### src/rtl/sd_req_arb.sv
// Round-robin arbiter that multiplexes several virtual-drive sector requesters
// onto the single hps_io sd_rd/sd_wr channel, with a per-request ack timeout.
module sd_req_arb #(
    parameter int NREQ    = 3,
    parameter int TIMEOUT = 16777216
) (
    input  logic                 clk_sys,
    input  logic                 reset,
    input  logic [NREQ-1:0]      req_rd,
    input  logic [NREQ-1:0]      req_wr,
    input  logic [NREQ*32-1:0]   req_lba,
    input  logic [NREQ*16-1:0]   req_buff_din,
    output logic [NREQ-1:0]      req_busy,
    output logic [NREQ-1:0]      req_done,
    output logic [NREQ-1:0]      req_err,
    output logic [NREQ-1:0]      req_buff_wr,
    output logic [31:0]          sd_lba,
    output logic [NREQ-1:0]      sd_rd,
    output logic [NREQ-1:0]      sd_wr,
    input  logic                 sd_ack,
    input  logic                 sd_buff_wr,
    output logic [15:0]          sd_buff_din
);

    localparam int IW = (NREQ > 1) ? $clog2(NREQ) : 1;
    localparam int CW = $clog2(TIMEOUT) + 1;

    typedef enum logic [1:0] {
        S_IDLE,
        S_REQ,
        S_XFER,
        S_DONE
    } state_t;

    state_t            state_q, state_d;
    logic [IW-1:0]     ptr_q, ptr_d;
    logic [IW-1:0]     sel_q, sel_d;
    logic [31:0]       lba_q, lba_d;
    logic [NREQ-1:0]   rd_q, rd_d;
    logic [NREQ-1:0]   wr_q, wr_d;
    logic [NREQ-1:0]   busy_q, busy_d;
    logic [NREQ-1:0]   done_q, done_d;
    logic [NREQ-1:0]   err_q, err_d;
    logic [CW-1:0]     cnt_q, cnt_d;

    logic [NREQ-1:0]   pend;
    logic              gnt_found;
    logic [IW-1:0]     gnt_idx;
    logic [NREQ-1:0]   gnt_oh;
    logic [NREQ-1:0]   sel_oh;

    assign pend   = req_rd | req_wr;
    assign gnt_oh = NREQ'(1) << gnt_idx;
    assign sel_oh = NREQ'(1) << sel_q;

    // Search starts at ptr and wraps, so the most recently served requester goes last.
    always_comb begin
        int idx;
        idx       = 0;
        gnt_found = 1'b0;
        gnt_idx   = '0;
        for (int k = 0; k < NREQ; k++) begin
            idx = int'(ptr_q) + k;
            if (idx >= NREQ) idx = idx - NREQ;
            if (!gnt_found && pend[idx]) begin
                gnt_found = 1'b1;
                gnt_idx   = IW'(idx);
            end
        end
    end

    always_comb begin
        state_d = state_q;
        ptr_d   = ptr_q;
        sel_d   = sel_q;
        lba_d   = lba_q;
        rd_d    = rd_q;
        wr_d    = wr_q;
        busy_d  = busy_q;
        done_d  = '0;
        err_d   = '0;
        cnt_d   = cnt_q;
        case (state_q)
            S_IDLE: begin
                // Skip the cycle carrying an error pulse: the aborted requester
                // is still allowed to hold its request during that cycle.
                if (gnt_found && err_q == '0) begin
                    state_d = S_REQ;
                    sel_d   = gnt_idx;
                    lba_d   = req_lba[int'(gnt_idx)*32 +: 32];
                    if (req_rd[gnt_idx]) rd_d = gnt_oh;
                    else                 wr_d = gnt_oh;
                    busy_d  = gnt_oh;
                    ptr_d   = (int'(gnt_idx) == NREQ-1) ? '0 : gnt_idx + IW'(1);
                    cnt_d   = '0;
                end
            end
            S_REQ: begin
                if (sd_ack) begin
                    rd_d    = '0;
                    wr_d    = '0;
                    state_d = S_XFER;
                end else if (cnt_q == CW'(TIMEOUT-1)) begin
                    rd_d    = '0;
                    wr_d    = '0;
                    busy_d  = '0;
                    err_d   = sel_oh;
                    state_d = S_IDLE;
                end else begin
                    cnt_d = cnt_q + CW'(1);
                end
            end
            S_XFER: begin
                if (!sd_ack) begin
                    done_d  = sel_oh;
                    state_d = S_DONE;
                end
            end
            S_DONE: begin
                busy_d  = '0;
                state_d = S_IDLE;
            end
            default: state_d = S_IDLE;
        endcase
    end

    always_ff @(posedge clk_sys) begin
        if (reset) begin
            state_q <= S_IDLE;
            ptr_q   <= '0;
            sel_q   <= '0;
            lba_q   <= '0;
            rd_q    <= '0;
            wr_q    <= '0;
            busy_q  <= '0;
            done_q  <= '0;
            err_q   <= '0;
            cnt_q   <= '0;
        end else begin
            state_q <= state_d;
            ptr_q   <= ptr_d;
            sel_q   <= sel_d;
            lba_q   <= lba_d;
            rd_q    <= rd_d;
            wr_q    <= wr_d;
            busy_q  <= busy_d;
            done_q  <= done_d;
            err_q   <= err_d;
            cnt_q   <= cnt_d;
        end
    end

    always_comb begin
        req_buff_wr = '0;
        if (!reset && sd_buff_wr && sd_ack && (state_q == S_REQ || state_q == S_XFER))
            req_buff_wr = sel_oh;
    end

    assign sd_buff_din = req_buff_din[int'(sel_q)*16 +: 16];
    assign sd_lba      = lba_q;
    assign sd_rd       = rd_q;
    assign sd_wr       = wr_q;
    assign req_busy    = busy_q;
    assign req_done    = done_q;
    assign req_err     = err_q;

endmodule
### config.mk
export PLATFORM = sky130hd
export DESIGN_NAME = sd_req_arb
export DESIGN_NICKNAME = d
export VERILOG_FILES = /design/src/rtl/sd_req_arb.sv
export SDC_FILE = /design/constraint.sdc
export NUM_CORES = 1
export LEC_CHECK = 0
export CAP_MARGIN = 25
export CORE_MARGIN = 2
export CORE_UTILIZATION = 30
export CTS_BUF_LIST = sky130_fd_sc_hd__clkbuf_2 sky130_fd_sc_hd__clkbuf_4 sky130_fd_sc_hd__clkbuf_8
export DETAILED_ROUTE_END_ITERATION = 7
export HOLD_SLACK_MARGIN = 0.08
export PLACE_DENSITY_LB_ADDON = 0.25
export SYNTH_ARGS = -nofsm -noshare
export SYNTH_HDL_FRONTEND = slang
export SYNTH_SLANG_ARGS = --single-unit
### constraint.sdc
create_clock -name clk_sys -period 2.9 [get_ports clk_sys]
set_input_delay 0.435 -clock clk_sys [delete_from_list [all_inputs] [get_ports clk_sys]]
set_output_delay 0.435 -clock clk_sys [all_outputs]
set_load 0.01 [all_outputs]
==> summary.txt <==
Worst setup path
  • Critical path type: flip-flop to flip-flop
  • Worst setup EP type: flip-flop
  • Startpoint types: flip-flop
  • Launching point of the worst reg2reg path: ptr_q[0]$_SDFFE_PP0P_
  • Arrival time worst endpoint: 2.96 ns
  • Max Fanout on Critical Path: 7
  • Required time of the critical path: 3.14 ns
  • Setup crit start: ptr_q[0]$_SDFFE_PP0P_

Detailed routing
  • Wire length on met1: 6.64 mm
  • Met2 WL: 7.52 mm
  • Via density: 5.10
  • Initial DRC count: 231
  • Via count: 4,902
  • Routed wire per std cell: 15.8 um
  • WL met3: 691 um
  • Pre-Repair DR Iteration Count: 4
  • Final antenna-violating net count: 0
  • Final WL: 15.2 mm
  • Top Layer Used: met4
  • Residual DRC: 0

Placement
  • Routability cong.: 0.898
  • Input/output buffers: 219
  • Hpwl dp: 11.6 mm
  • Placed inst area: 7120 um2
  • Setup WS pre-CTS: -0.0986 ns

Clocking
  • Clk_lat worst skew: 0.37 ns
  • Clk slew on worst S/H paths: 0.07 ns
  • CTS buffer count: 9
  • Root Driver: clkbuf_8
  • Clock buffer depth: 2
  • CTS tree: yes
  • CTS H-tree depth: 3
  • Clock sink count: 78

Die
  • Initial core utilization: 30.8%
  • Die area: 16,000 um2
  • Die height: 126 um
  • Die W: 126 um
  • Core footprint: 14,600 um2
  • Num rows: 44
  • Num ports: 220

STA
  • Fin. max-slew vios: 0
  • Final Worst Setup Slack: 0.183 ns
  • Final setup fails: 0
  • Least-Margin Pin Slew: 0.486 ns
  • Final Hold Vio Count: 0
  • Clock Skew: 0.0135 ns
  • RSZ-0062 raised after global routing: no
  • Slew margin rel.: 67.4%
  • Final Cycle Share: 93.7%
  • Shortest period the worst path allows: 2.72 ns
  • Max Freq: 0.368 GHz

Logic synthesis
  • Post-Syn Instances: 536
  • Yosys warnings: 0
  • Top_reg_cell synth: dfxtp_1
  • Area leader, netlist: dfxtp_1
  • EDFF count, synth: 0
  • Count of cell types in the netlist: 58
  • Seq cells post-synth: 78
  • Cell Area, Synth: 4490 um2
  • Post-synthesis sequential area ratio: 34.8%
  • Top post-synthesis cells by area: dfxtp_1 35%, mux2i_1 11%, o21ai_0 7.1%
  • Fraction of registers with async set/reset: 0%
  • Post-Syn Area per Cell: 8.38 um2
  • Syn_nets: 699
  • Top-area cell type share of the netlist area: 34.8%

Global routing
  • Global-route wire length before repair: 24.0 mm
  • Vias in the first global route: 4,783
  • GR Overflow Total: 0
  • Largest net degree at the start of global routing: 65
  • Antenna violations before repair: 0
  • Total GRT Usage: 18.5%

Finish
  • Final Util: 50.8%
  • Share of cells above drive strength 1: 10.2%
  • Fillers: 1,321
  • Nets: 936
  • Design area: 7420 um2
  • Synth-to-layout area growth: 65.2%
  • Ant diodes: 0

Min path
  • Hold Crit Class: flip-flop to flip-flop
  • Hold_sp: req_busy[0]$_SDFFE_PP0P_

Power and ir drop
  • Leakage power: 2.77 nW
  • Pwr Density: 857 nW/um2
  • VDD IR-drop max: 0.000486 V

Run status
  • Status: completed

Job
  • Max_cap viols: 0
## metal layers
layer	up-vias	global-route usage (%)
met4	0	6.72
met2	136	31.7
met5	-	0
met3	24	4.43
li1	2447	-
met1	2295	22.4
## cell usage after synthesis, types with 2 or more instances
cell type and n:
a2111oi_2 3, nand4b_1 3, o21ai_0 64, nand4_1 5, a31oi_1 3, o211ai_1 7, a21o_1 4, dfxtp_1 78
o32ai_1 6, nor3_1 14, a21oi_1 21, nor2_1 32, or4_1 5, mux2i_1 49, nand2b_1 6, inv_1 13
nand3_1 18, o21a_1 2, or3_1 6, o21bai_1 2, ha_1 9, buf_1 2, clkinv_1 2, and2_1 2
xor2_1 3, clkbuf_1 18, a22o_1 32, and3_1 2, a211oi_1 6, xnor2_1 12, buf_2 16, nor2b_1 2
nand2_1 62, nor3b_1 3
## through the flow
step                hold WS (ns)  instances  total power, W  setup TNS [ns]
floorplan                  0.457        536         0.00356               0
global placement           0.461        938         0.00527           -3.79
detailed placement         0.466        939         0.00536          -0.400
CTS                        0.489        955         0.00635               0
global route               0.499        962         0.00679               0
finish                     0.482        962         0.00636               0
## registers in the layout (all words and copies together) (netlist names), named ones only
register and count:
req_busy 3, cnt_q 25, sel_q 2, sd_rd 3, req_err 3, sd_lba 32
req_done 3, state_q 1, sd_wr 3, ptr_q 2
## final timing paths
path	end	slack (ns)	depth (start not counted)
worst min-delay path	req_busy[0]$_SDFFE_PP0P_	0.48	2
worst max register to register	sd_rd[2]$_SDFFE_PP0P_	0.18	10
worst min register to register	req_busy[0]$_SDFFE_PP0P_	0.48	2
worst max-delay path	sd_rd[2]$_SDFFE_PP0P_	0.18	10
## cell usage in the layout, fill, tap and decap left out, types with 3 or more instances in the layout
| cell type | count |
|---|---|
| mux2i_1 | 49 |
| nand4_1 | 5 |
| ha_1 | 9 |
| or3_1 | 6 |
| nor2_1 | 30 |
| nand3_1 | 18 |
| buf_12 | 3 |
| nand2_1 | 62 |
| a2111oi_2 | 3 |
| nand2b_1 | 6 |
| nor3b_1 | 3 |
| o211ai_1 | 7 |
| a21oi_1 | 19 |
| a31oi_1 | 3 |
| inv_1 | 13 |
| buf_4 | 39 |
| nor3_1 | 14 |
| a211oi_1 | 6 |
| nand4b_1 | 3 |
| xnor2_1 | 12 |
| or4_1 | 5 |
| a22o_1 | 32 |
| o21ai_0 | 63 |
| dfxtp_1 | 78 |
| clkbuf_8 | 11 |
| clkdlybuf4s50_1 | 219 |
| o32ai_1 | 5 |
| a21o_1 | 4 |
| xor2_1 | 3 |
## layout make-up
class                   instances  area (um2)  share of cell area, %
clock inverters                 5        81.3                   1.10
inverters                      15        56.3                  0.759
multi-input cells             407        2770                   37.3
repair buffers                262        2570                   34.7
clock buffers                  11         151                   2.04
well taps                     184         230                   3.10
flip-flops and latches         78        1560                   21.0
## cell families (layout without fill, tap and decap cells)
group | count (synthesis) | after routing | share of synthesized area, %
AO/OA/AOI/OAI | 162 | 162 | 24.6
XOR/XNOR | 15 | 15 | 2.92
adder cells (fa/ha/maj) | 9 | 9 | 2.51
buffers and inverters | 51 | 293 | 4.71
flip-flops | 78 | 78 | 34.8
multiplexers | 49 | 49 | 10.9
AND/OR/NAND/NOR | 172 | 172 | 19.6
## worst max-delay path: stages, from the launching register on
cell and delay (ns):
dfxtp_1 0.35, inv_1 0.07, ha_1 0.37, nor3b_1 0.17
o21bai_1 0.17, a21oi_2 0.10, buf_4 0.15, or3b_2 0.50
a2111o_1 0.38, a21oi_1 0.23, o22ai_1 0.10
## where the power goes
group          total [W]  internal [W]  switching (W)
Sequential       0.00156       0.00139       0.000178
Clock           0.000952      0.000532       0.000420
Combinational    0.00384       0.00195        0.00189
## repair_timing
action / 4_1_cts / 5_1_grt
resized for setup: 0 / 4
hold buffers: 0 / 0
setup endpoints to repair: 0 / 16
setup buffers: 0 / 7
endpoints found under the hold margin: 0 / 0
Note: power is estimated with default switching activity, not from simulation.
